$ cat src/rtl/riscv_mc_sequencer.sv
// riscv_mc_sequencer: multi-cycle RV32I control sequencer.
// Steps FETCH/DECODE/EXEC/MEM/WB, owns the shared memory handshake with a
// bounded wait, and parks in TRAP on illegal opcodes or memory timeouts.
// Optional build macro: MC_PERF_CNT_EN adds the 32-bit instret counter;
// without it instret is tied to 0.
module riscv_mc_sequencer #(
  parameter int WAIT_MAX = 255,
  parameter int WAIT_W   = 8
) (
  input  logic        clk,
  input  logic        rst_n,
  input  logic [6:0]  instr_opcode,
  input  logic        br_cond,
  input  logic        mem_ready,
  output logic        mem_req,
  output logic        mem_we,
  output logic        addr_sel,
  output logic        ir_write,
  output logic        mdr_write,
  output logic        pc_write,
  output logic [1:0]  pc_src,
  output logic        reg_write,
  output logic [1:0]  wd_src,
  output logic [2:0]  state,
  output logic        retire,
  output logic        illegal,
  output logic        bus_err,
  output logic [31:0] instret
);

  typedef enum logic [2:0] {
    S_IDLE = 3'd0, S_FETCH = 3'd1, S_DECODE = 3'd2, S_EXEC = 3'd3,
    S_MEM  = 3'd4, S_WB    = 3'd5, S_TRAP   = 3'd7
  } state_t;

  typedef enum logic [3:0] {
    C_R, C_IALU, C_LOAD, C_STORE, C_BRANCH, C_JAL, C_JALR, C_LUI, C_AUIPC, C_ILL
  } cls_t;

  state_t            state_q, state_d;
  cls_t              cls_q, cls_dec;
  logic [WAIT_W-1:0] wait_q;
  logic              illegal_q, bus_err_q;
  logic              mem_wait, timeout;

  assign state   = state_q;
  assign illegal = illegal_q;
  assign bus_err = bus_err_q;

  // A request cycle without completion; the count includes the current
  // cycle, so WAIT_MAX unanswered request cycles trip the timeout and a
  // mem_ready in that same cycle still completes normally.
  assign mem_wait = (state_q == S_FETCH || state_q == S_MEM) && !mem_ready;
  assign timeout  = mem_wait && (wait_q == WAIT_W'(WAIT_MAX - 1));

  // Opcode classification, registered in DECODE.
  always_comb begin
    cls_dec = C_ILL;
    case (instr_opcode)
      7'b0110011: cls_dec = C_R;
      7'b0010011: cls_dec = C_IALU;
      7'b0000011: cls_dec = C_LOAD;
      7'b0100011: cls_dec = C_STORE;
      7'b1100011: cls_dec = C_BRANCH;
      7'b1101111: cls_dec = C_JAL;
      7'b1100111: cls_dec = C_JALR;
      7'b0110111: cls_dec = C_LUI;
      7'b0010111: cls_dec = C_AUIPC;
      default:    cls_dec = C_ILL;
    endcase
  end

  // Next state and strobes; idle mux selects are PC+4 and ALU result.
  always_comb begin
    state_d   = state_q;
    mem_req   = 1'b0;
    mem_we    = 1'b0;
    addr_sel  = 1'b0;
    ir_write  = 1'b0;
    mdr_write = 1'b0;
    pc_write  = 1'b0;
    pc_src    = 2'b10;
    reg_write = 1'b0;
    wd_src    = 2'b01;
    retire    = 1'b0;
    case (state_q)
      S_IDLE: state_d = S_FETCH;
      S_FETCH: begin
        mem_req = 1'b1;
        if (mem_ready) begin
          ir_write = 1'b1;
          state_d  = S_DECODE;
        end else if (timeout) begin
          state_d = S_TRAP;
        end
      end
      S_DECODE: state_d = (cls_dec == C_ILL) ? S_TRAP : S_EXEC;
      S_EXEC: begin
        case (cls_q)
          C_BRANCH: begin
            pc_write = 1'b1;
            pc_src   = br_cond ? 2'b01 : 2'b10;
            retire   = 1'b1;
            state_d  = S_FETCH;
          end
          C_JAL, C_JALR: begin
            reg_write = 1'b1;
            wd_src    = 2'b00;
            pc_write  = 1'b1;
            pc_src    = (cls_q == C_JAL) ? 2'b01 : 2'b00;
            retire    = 1'b1;
            state_d   = S_FETCH;
          end
          C_LOAD, C_STORE: state_d = S_MEM;
          default:         state_d = S_WB;
        endcase
      end
      S_MEM: begin
        mem_req  = 1'b1;
        addr_sel = 1'b1;
        mem_we   = (cls_q == C_STORE);
        if (mem_ready) begin
          if (cls_q == C_STORE) begin
            pc_write = 1'b1;
            retire   = 1'b1;
            state_d  = S_FETCH;
          end else begin
            mdr_write = 1'b1;
            state_d   = S_WB;
          end
        end else if (timeout) begin
          state_d = S_TRAP;
        end
      end
      S_WB: begin
        reg_write = 1'b1;
        wd_src    = (cls_q == C_LOAD) ? 2'b10 : 2'b01;
        pc_write  = 1'b1;
        retire    = 1'b1;
        state_d   = S_FETCH;
      end
      S_TRAP:  state_d = S_TRAP;
      default: state_d = S_TRAP;
    endcase
  end

  // State register and instruction class capture.
  always_ff @(posedge clk or negedge rst_n) begin
    if (!rst_n) begin
      state_q <= S_IDLE;
      cls_q   <= C_R;
    end else begin
      state_q <= state_d;
      if (state_q == S_DECODE) cls_q <= cls_dec;
    end
  end

  // Wait counter: counts unanswered request cycles, zero otherwise.
  always_ff @(posedge clk or negedge rst_n) begin
    if (!rst_n)                  wait_q <= '0;
    else if (mem_wait && !timeout) wait_q <= wait_q + WAIT_W'(1);
    else                         wait_q <= '0;
  end

  // Sticky fault flags, cleared only by reset.
  always_ff @(posedge clk or negedge rst_n) begin
    if (!rst_n) begin
      illegal_q <= 1'b0;
      bus_err_q <= 1'b0;
    end else begin
      if (state_q == S_DECODE && cls_dec == C_ILL) illegal_q <= 1'b1;
      if (timeout)                                 bus_err_q <= 1'b1;
    end
  end

`ifdef MC_PERF_CNT_EN
  logic [31:0] instret_q;
  assign instret = instret_q;

  // Retired-instruction counter, wraps naturally.
  always_ff @(posedge clk or negedge rst_n) begin
    if (!rst_n)      instret_q <= '0;
    else if (retire) instret_q <= instret_q + 32'd1;
  end
`else
  assign instret = '0;
`endif

endmodule

$ cat config.mk
export PLATFORM = sky130hd
export DESIGN_NAME = riscv_mc_sequencer
export DESIGN_NICKNAME = d
export VERILOG_FILES = /design/src/rtl/riscv_mc_sequencer.sv
export SDC_FILE = /design/constraint.sdc
export NUM_CORES = 1
export LEC_CHECK = 0
export CORE_MARGIN = 4
export CORE_UTILIZATION = 42
export CTS_CLUSTER_SIZE = 24
export DETAILED_ROUTE_END_ITERATION = 8
export PLACE_DENSITY_LB_ADDON = 0.3
export SYNTH_ARGS = -nofsm -noshare
export SYNTH_HDL_FRONTEND = slang
export SYNTH_SLANG_ARGS = --single-unit
$ cat constraint.sdc
create_clock -name clk -period 1.7 [get_ports clk]
set_clock_uncertainty 0.05 [all_clocks]
set_input_delay 0.34 -clock clk [delete_from_list [all_inputs] [get_ports clk]]
set_output_delay 0.34 -clock clk [all_outputs]
set_load 0.01 [all_outputs]
==> flow_metrics.env, run 1 <==
export IMPL_status="complete, but fails checks"
export IMPL_violations="negative setup slack"
export IMPL_ys_types=42
export IMPL_crit_path_start="state[0]"
export IMPL_syn_area_um2=1360
export IMPL_drv_cap=0
export IMPL_yosysSeqAreaShare=0.312
export IMPL_rsz0062_at_grt="true"
export IMPL_cp_start_kind="register"
export IMPL_drive_gt1_frac=0.400
export IMPL_cp_depth=5
export IMPL_fin_cells=284
export IMPL_fin_crit_sh=1.09
export IMPL_grt_max_degree=18
export IMPL_rr_worst_depth=6
export IMPL_fmax_mhz=539
export IMPL_final_hold_viol_count=0
export IMPL_drc=0
export IMPL_totalPowerFinal_mw=0.756
export IMPL_utilization=0.678
export IMPL_antenna_cells=0
export IMPL_first_pass_iters=4
export IMPL_dieArea_um2=4220
export IMPL_rows=20
export IMPL_power_density_nw_per_um2=363
export IMPL_start_util=0.443
export IMPL_cp_top_family="flip-flops"
export IMPL_synth_warnings=0
export IMPL_via_per_inst=4.94
export IMPL_vias=1402
export IMPL_cts_buffers=3
export IMPL_wl_per_cell_um=13.4
export IMPL_gp_congestion=0.872
export IMPL_place_inst=262
export IMPL_path_cells="buf_6 > nand3b_1 > nor4_2 > o22ai_2 > buf_2"
export IMPL_r2r_slack_ns=-0.01
export IMPL_grt_pass1_wl_mm=5.46
export IMPL_critical_path_arrival_ns=1.46
export IMPL_clock_latency_ns=0.29
export IMPL_ys_ff_latch=17
export IMPL_antenna_left=0
export IMPL_antenna_found_initial=0
export IMPL_setup_violations=13
export IMPL_r2r_start="state[0]"
export IMPL_fin_tns_setup_ns=-1.10
export IMPL_io_buffers=27
export IMPL_die_y_um=65.0
export IMPL_crit_type="register to output port"
export IMPL_fin_nets=254
export IMPL_synthToLayoutAreaGrowth_pct=53.1
export IMPL_hold_path_class="primary input to asynchronous set/reset pin"
export IMPL_slowest_delay_ns=0.40
export IMPL_path_clk_slew_ns=0.10
export IMPL_whs_ns=0.303
export IMPL_critPathCaptureType="output port"
export IMPL_htree_levels=1
export IMPL_initialDrtViolationCount=46
export IMPL_peakVddDrop_mv=0.482
export IMPL_cts_sinks=17
export IMPL_grt_ovfl_total=0
export IMPL_postCtsHoldBufs=0
export IMPL_required_ns=1.31
export IMPL_avgSynthCellArea_um2=7.92
export IMPL_groute_usage_overall=0.165
export IMPL_slew_viol_final=0
export IMPL_synthCells=172
export IMPL_p_leak_nw=0.952
export IMPL_crit_buf_inv=2
export IMPL_grt_pass1_vias=1264
export IMPL_drt_total_wl_mm=3.81
export IMPL_io_pins=60
export IMPL_fin_crit_ns=1.85
export IMPL_setup_slack_ns=-0.154
export IMPL_r2r_end="cls_q[0]"
export IMPL_critPathSlowestCell="dfrtp_1"
export IMPL_core_um2=3080
export IMPL_cts_root_buf="clkbuf_4"
export IMPL_cp_endpoint="wd_src[0]"
export IMPL_hpwl_mm=2.55
export IMPL_cts_tree="done"
export IMPL_cts_buffer_depth=2
export IMPL_crit_fanout=5
export IMPL_die_w_um=65.0
==> metrics by stage <==
stage	worst slack (ns)	cell area, um2
floorplan	0.0412	1480
global placement	-0.354	1740
detailed placement	-0.385	1740
CTS	-0.168	1880
global route	-0.277	2090
finish	-0.154	2090
==> timing repair <==
action                     4_1_cts  5_1_grt
gates resized for setup         73       35
setup endpoints to repair       21       23
buffers inserted                 9       11
pin swaps                        9       21
==> registers in the layout, indices dropped and copies added, names as in the netlist <==
name / cells
cls_q: 4
bus_err: 1
state: 3
wait_q: 8
illegal: 1
==> final cells by class <==
| cell class | instances | area, um2 |
|---|---|---|
| clock inverters | 1 | 5.00 |
| flip-flops and latches | 17 | 427 |
| repair buffers | 74 | 621 |
| clock buffers | 3 | 22.5 |
| fillers | 252 | 992 |
| inverters | 2 | 7.51 |
| multi-input cells | 143 | 948 |
| well taps | 44 | 55.1 |
==> cell usage after synthesis (all sizes together) <==
| library cell | n | share of area |
|---|---|---|
| o211ai | 1 | 0.0055 |
| inv | 2 | 0.0055 |
| o32a | 1 | 0.0073 |
| o22a | 1 | 0.0064 |
| o22ai | 1 | 0.0046 |
| nand2 | 11 | 0.030 |
| a22oi | 1 | 0.0055 |
| xor2 | 3 | 0.019 |
| nand3 | 7 | 0.026 |
| a21boi | 1 | 0.0055 |
| nand4 | 2 | 0.0092 |
| nor4 | 3 | 0.014 |
| mux2i | 1 | 0.0073 |
| a31oi | 2 | 0.0092 |
| nor4bb | 1 | 0.0073 |
| o21ai | 11 | 0.040 |
| nand3b | 1 | 0.0055 |
| nor3 | 4 | 0.015 |
| a211o | 1 | 0.0064 |
| nor2 | 21 | 0.058 |
| and3 | 2 | 0.0092 |
| o41ai | 1 | 0.0064 |
| buf | 36 | 0.19 |
| a32oi | 1 | 0.0064 |
| ha | 2 | 0.018 |
| and4bb | 1 | 0.0092 |
| clkbuf | 5 | 0.014 |
| conb | 1 | 0.0028 |
| and4 | 1 | 0.0064 |
| and2 | 3 | 0.014 |
| xnor2 | 3 | 0.019 |
| a21oi | 7 | 0.026 |
| or2 | 4 | 0.018 |
| o21bai | 1 | 0.0055 |
| or3 | 2 | 0.0092 |
| nand2b | 6 | 0.028 |
| nor2b | 3 | 0.014 |
| dfrtp | 17 | 0.31 |
==> cells by family (layout without fill, tap and decap cells) <==
kind of cell / after synthesis / in the layout / share of synthesized area
AOI/OAI and AO/OA: 30 / 30 / 0.135
xor gates and xnor gates: 6 / 6 / 0.0386
adders and majority gates: 2 / 2 / 0.0184
buffers and inverters: 43 / 80 / 0.214
DFF: 17 / 17 / 0.312
muxes: 1 / 1 / 0.00735
other: 1 / 32 / 0.00275
and+or+nand+nor: 72 / 72 / 0.272
==> worst min-delay path by stage <==
| stage | endpoint | slack, ns | cells past startpoint |
|---|---|---|---|
| after floorplan | bus_err | -0.006 | 0 |
| after global placement | bus_err | 0.41 | 1 |
| after detailed placement | bus_err | 0.41 | 1 |
| after CTS | wait_q[0] | 0.30 | 2 |
| after global routing | state[0] | 0.32 | 2 |
| final | wait_q[6] | 0.30 | 2 |
==> where the power goes <==
group	total, mW	internal, mW	switching, mW
Combinational	0.128	0.0517	0.0759
Sequential	0.408	0.407	0.00171
Clock	0.220	0.0876	0.133
Total	0.756	0.546	0.210
==> metal layers <==
metal  share of wire  track usage
met1            0.37        0.187
met2            0.53        0.303
met3           0.074       0.0295
met4           0.030       0.0633
met5               0            0
==> placed cells by master (no fill, tap or decap), drive strengths merged, types with 2 or more instances in the layout <==
cell type	n
nand3	7
dfrtp	17
nor4	3
and3	2
nor2	21
clkdlybuf4s50	11
conb	32
buf	59
or2	4
clkbuf	3
xor2	3
nand4	2
or3	2
nand2b	6
dlygate4sd2	3
nor2b	3
nand2	11
a31oi	2
nor3	4
xnor2	3
a21oi	7
o21ai	11
and2	3
inv	2
ha	2
Note: power is estimated with default switching activity, not from simulation.
==> inputs of run 2 (changes only) <==
--- a/config.mk
+++ b/config.mk
@@ -9,7 +9,7 @@
 export CORE_UTILIZATION = 42
 export CTS_CLUSTER_SIZE = 24
 export DETAILED_ROUTE_END_ITERATION = 8
-export PLACE_DENSITY_LB_ADDON = 0.3
+export PLACE_DENSITY = 0.8
 export SYNTH_ARGS = -nofsm -noshare
 export SYNTH_HDL_FRONTEND = slang
 export SYNTH_SLANG_ARGS = --single-unit
==> run 2 against run 1 <==
The flow still finishes with violations (negative setup slack); count of clock-buffer cells in the layout is 1 higher; via count is 1.2% lower; combinational power hardly changed; hold slack better by 0.0098 ns; non-clock buffer count is 3 lower; setup slack better by 0.019 ns; die area stayed put; first-iteration DRC count is 26% higher; sequential power hardly changed; highest routed layer unchanged.
==> flow_metrics.env, run 2 (synthesized netlist as in run 1, its figures left out) <==
export IMPL_cts_buffers=3
export IMPL_fin_crit_ns=1.84
export IMPL_multiInputGateArea_um2=918
export IMPL_slew_viol_final=0
export IMPL_die_y_um=65.0
export IMPL_drt_total_wl_mm=3.64
export IMPL_utilization=0.650
export IMPL_initialDrtViolationCount=58
export IMPL_p_leak_nw=0.921
export IMPL_mostFrequentLayoutCells="38 x buf_4, 32 x conb_1, 18 x nor2_1"
export IMPL_antenna_cells=0
export IMPL_drc=0
export IMPL_crit_fanout=4
export IMPL_antenna_left=0
export IMPL_groute_usage_overall=0.153
export IMPL_grt_pass1_wl_mm=5.16
export IMPL_htree_levels=1
export IMPL_dieArea_um2=4220
export IMPL_cp_top_family="flip-flops"
export IMPL_grt_ovfl_total=0
export IMPL_path_clk_slew_ns=0.09
export IMPL_rsz0062_at_grt="true"
export IMPL_grt_max_degree=18
export IMPL_gp_congestion=0.812
export IMPL_final_common_cell="buf_4"
export IMPL_fmax_mhz=545
export IMPL_critical_path_arrival_ns=1.45
export IMPL_vias=1385
export IMPL_hpwl_mm=2.39
export IMPL_totalPowerFinal_mw=0.740
export IMPL_critPathSlowestCell="dfrtp_2"
export IMPL_drive_gt1_frac=0.371
export IMPL_die_w_um=65.0
export IMPL_wl_per_cell_um=13.0
export IMPL_setup_violations=10
export IMPL_fin_crit_sh=1.08
export IMPL_io_pins=60
export IMPL_core_um2=3080
export IMPL_drv_cap=0
export IMPL_via_per_inst=4.93
export IMPL_crit_buf_inv=2
export IMPL_synthToLayoutAreaGrowth_pct=46.9
export IMPL_max_flop_register="wait_q"
export IMPL_peakVddDrop_mv=0.326
export IMPL_cts_root_buf="clkbuf_4"
export IMPL_first_pass_iters=4
export IMPL_power_density_nw_per_um2=370
export IMPL_largest_reg_flops=8
export IMPL_io_buffers=27
export IMPL_clock_latency_ns=0.29
export IMPL_hold_path_class="primary input to asynchronous set/reset pin"
export IMPL_path_cells="buf_4 > nand2b_4 > nor2_4 > and3_4 > o22ai_1 > buf_2"
export IMPL_slowest_delay_ns=0.42
export IMPL_status="complete, but fails checks"
export IMPL_antenna_found_initial=0
export IMPL_grt_pass1_vias=1173
export IMPL_setup_slack_ns=-0.135
export IMPL_cts_sinks=17
export IMPL_crit_type="register to output port"
export IMPL_start_util=0.443
export IMPL_rows=20
export IMPL_violations="negative setup slack"
export IMPL_postCtsHoldBufs=0
export IMPL_n_fill_cell=255
export IMPL_critPathCaptureType="output port"
export IMPL_final_hold_viol_count=0
export IMPL_cts_buffer_depth=2
export IMPL_cts_tree="done"
export IMPL_fin_nets=251
export IMPL_required_ns=1.31
export IMPL_seqCellArea_um2=427
export IMPL_cp_start_kind="register"
==> run 2: worst paths after layout <==
kind,start,to,slack (ns),depth (start not counted)
max in group asynchronous,rst_n,cls_q[2],1.08,2
min,rst_n,wait_q[0],0.31,2
min reg2reg,bus_err,bus_err,0.45,1
max,cls_q[2],wd_src[0],-0.14,6
max reg2reg,state[0],state[2],-0.06,8
min in group clk,bus_err,bus_err,0.45,1
==> run 2: final cells by class <==
class,instances,share of cell area
well taps,44,0.0275
flip-flops and latches,17,0.213
clock buffers,4,0.0131
repair buffers,71,0.284
inverters,2,0.00375
multi-input cells,143,0.459
==> run 2: power breakdown <==
part           leakage, nW  internal [mW]  total, mW  switching (mW)
sequential           0.199          0.407      0.409         0.00205
clock               0.0150         0.0912      0.206           0.114
combinational        0.707         0.0515      0.126          0.0747
total                0.921          0.549      0.740           0.191
==> run 2: through the flow <==
stage	instance area (um2)	std cells	worst slack (ns)	hold slack, ns	setup TNS, ns
final	2000	281	-0.135	0.313	-1.04
after global routing	2000	281	-0.211	0.318	-1.95
after CTS	1850	272	-0.159	0.312	-0.882
after detailed placement	1740	262	-0.420	0.416	-5.40
after global placement	1740	262	-0.381	0.415	-4.94
after floorplan	1480	203	0.0412	-0.00559	0
==> run 2: timing repair <==
| item | in CTS | in global routing |
|---|---|---|
| setup buffers | 6 | 8 |
| gates cloned | 0 | 1 |
| pin swaps | 8 | 6 |
| resized for setup | 73 | 22 |
| setup endpoints to repair | 16 | 22 |
==> run 2: metal layers <==
layer / up-vias / track usage / share of wire
met4: 0 / 0.0607 / 0.024
met2: 67 / 0.261 / 0.50
li1: 659 / - / -
met5: - / 0 / 0
met3: 10 / 0.0295 / 0.079
met1: 649 / 0.189 / 0.40
==> inputs of run 3 (changes only) <==
--- a/config.mk
+++ b/config.mk
@@ -7,9 +7,11 @@
 export LEC_CHECK = 0
 export CORE_MARGIN = 4
 export CORE_UTILIZATION = 42
+export CTS_CLUSTER_DIAMETER = 120
 export CTS_CLUSTER_SIZE = 24
 export DETAILED_ROUTE_END_ITERATION = 8
 export PLACE_DENSITY = 0.8
+export SETUP_SLACK_MARGIN = 0.4
 export SYNTH_ARGS = -nofsm -noshare
 export SYNTH_HDL_FRONTEND = slang
 export SYNTH_SLANG_ARGS = --single-unit
==> run 3 against run 2 <==
The flow still finishes with violations (negative setup slack); register-to-register slack about the same; count of clock-buffer cells in the layout decreased by 1; clock power grew 7%; cell count increased by 2.8%; combinational power grew 3%; utilization is 7.8 points higher; setup slack got worse by 0.080 ns; largest power group unchanged; highest routed layer unchanged.
==> flow_metrics.env, run 3 (synthesized netlist as in run 1, its figures left out) <==
export IMPL_io_buffers=27
export IMPL_via_per_inst=5.13
export IMPL_hold_path_class="primary input to asynchronous set/reset pin"
export IMPL_vias=1483
export IMPL_cts_root_buf="clkbuf_4"
export IMPL_cts_buffer_depth=2
export IMPL_first_pass_iters=4
export IMPL_totalPowerFinal_mw=0.759
export IMPL_synthToLayoutAreaGrowth_pct=64.6
export IMPL_drc=0
export IMPL_path_clk_slew_ns=0.10
export IMPL_critPathCaptureType="output port"
export IMPL_path_cells="and4bb_2 > a21oi_4 > o21ai_2 > buf_2"
export IMPL_cts_tree="done"
export IMPL_crit_type="register to output port"
export IMPL_groute_usage_overall=0.192
export IMPL_dieArea_um2=4220
export IMPL_rows=20
export IMPL_die_y_um=65.0
export IMPL_power_density_nw_per_um2=339
export IMPL_initialDrtViolationCount=89
export IMPL_io_pins=60
export IMPL_grt_ovfl_total=0
export IMPL_critical_path_arrival_ns=1.52
export IMPL_clock_latency_ns=0.30
export IMPL_crit_buf_inv=1
export IMPL_cts_buffers=3
export IMPL_rr_worst_depth=6
export IMPL_largest_reg_flops=8
export IMPL_max_flop_register="wait_q"
export IMPL_setup_violations=12
export IMPL_start_util=0.443
export IMPL_gp_congestion=0.829
export IMPL_slowest_delay_ns=0.48
export IMPL_setup_slack_ns=-0.215
export IMPL_drt_total_wl_mm=4.65
export IMPL_htree_levels=1
export IMPL_crit_fanout=5
export IMPL_slew_viol_final=0
export IMPL_drv_cap=0
export IMPL_status="complete, but fails checks"
export IMPL_mostFrequentLayoutCells="32 x conb_1, 29 x buf_4, 28 x buf_6"
export IMPL_fin_crit_ns=1.91
export IMPL_drive_gt1_frac=0.498
export IMPL_hpwl_mm=2.35
export IMPL_grt_pass1_wl_mm=6.15
export IMPL_wl_per_cell_um=16.1
export IMPL_fmax_mhz=522
export IMPL_p_leak_nw=1.02
export IMPL_cp_top_family="flip-flops"
export IMPL_cp_start_kind="register"
export IMPL_final_hold_viol_count=0
export IMPL_peakVddDrop_mv=0.355
export IMPL_critPathSlowestCell="dfrtp_1"
export IMPL_fin_nets=259
export IMPL_grt_pass1_vias=1338
export IMPL_die_w_um=65.0
export IMPL_postCtsHoldBufs=0
export IMPL_grt_max_degree=18
export IMPL_r2r_start="state[0]"
export IMPL_antenna_left=0
export IMPL_final_common_cell="conb_1"
export IMPL_antenna_found_initial=0
export IMPL_required_ns=1.31
export IMPL_fin_crit_sh=1.13
export IMPL_r2r_end="cls_q[0]"
export IMPL_antenna_cells=0
export IMPL_r2r_slack_ns=-0.07
export IMPL_rsz0062_at_grt="true"
export IMPL_violations="negative setup slack"
export IMPL_dp_slack_ns=-0.372
export IMPL_core_um2=3080
export IMPL_cts_sinks=17
[run 3: changes by cell type in the layout (fill, tap and decap cells not counted), sizes merged]
cell and delta:
buf +12, clkdlybuf4s15 -3, clkdlybuf4s50 -3, dlygate4sd2 +2, clkbuf -1, clkinv +1
[run 3: how the worst max path moves through the flow]
| stage | startpoint | endpoint | slack (ns) | depth (start not counted) |
|---|---|---|---|---|
| 2_1_floorplan | state[2] | cls_q[0] | 0.11 | 5 |
| 6_report | cls_q[3] | retire | -0.21 | 4 |
| 4_1_cts | cls_q[3] | wd_src[0] | -0.14 | 5 |
| 5_1_grt | cls_q[3] | retire | -0.28 | 4 |
| 3_5_place_dp | mem_ready | ir_write | -0.37 | 4 |
| 3_3_place_gp | mem_ready | ir_write | -0.34 | 4 |
[run 3: per-layer routing]
metal / track usage / part of all wire / vias up
met5: 0 / 0 / -
met2: 0.360 / 0.51 / 76
met4: 0.121 / 0.060 / 0
li1: - / - / 676
met3: 0.0260 / 0.057 / 25
met1: 0.198 / 0.37 / 706
[run 3: stage by stage]
| stage | util | setup TNS [ns] | instance area, um2 | hold WS (ns) | cells |
|---|---|---|---|---|---|
| after floorplan | - | 0 | 1550 | -0.00559 | 203 |
| after global placement | 0.575 | -4.20 | 1770 | 0.413 | 259 |
| after detailed placement | 0.575 | -4.89 | 1770 | 0.429 | 259 |
| after CTS | 0.685 | -0.960 | 2110 | 0.306 | 283 |
| after global routing | 0.728 | -2.10 | 2240 | 0.316 | 289 |
| final | 0.728 | -1.51 | 2240 | 0.298 | 289 |
[run 3: area by class of cell]
type,count,area [um2]
Clock inverter,1,5.00
Fill cell,201,836
Sequential cell,17,429
Multi-Input combinational cell,143,1030
Timing Repair Buffer,79,694
Tap cell,44,55.1
Clock buffer,3,22.5
Inverter,2,7.51
[run 3: what timing repair did]
item | 4_1_cts | 5_1_grt
endpoints found under the setup margin | 34 | 32
gates resized for setup | 119 | 28
pin swaps | 26 | 6
setup buffers | 20 | 6
[run 3: power by group]
| part | total, mW | switching [mW] | internal, mW |
|---|---|---|---|
| combinational | 0.130 | 0.0811 | 0.0487 |
| sequential | 0.410 | 0.00331 | 0.407 |
| clock | 0.220 | 0.132 | 0.0876 |
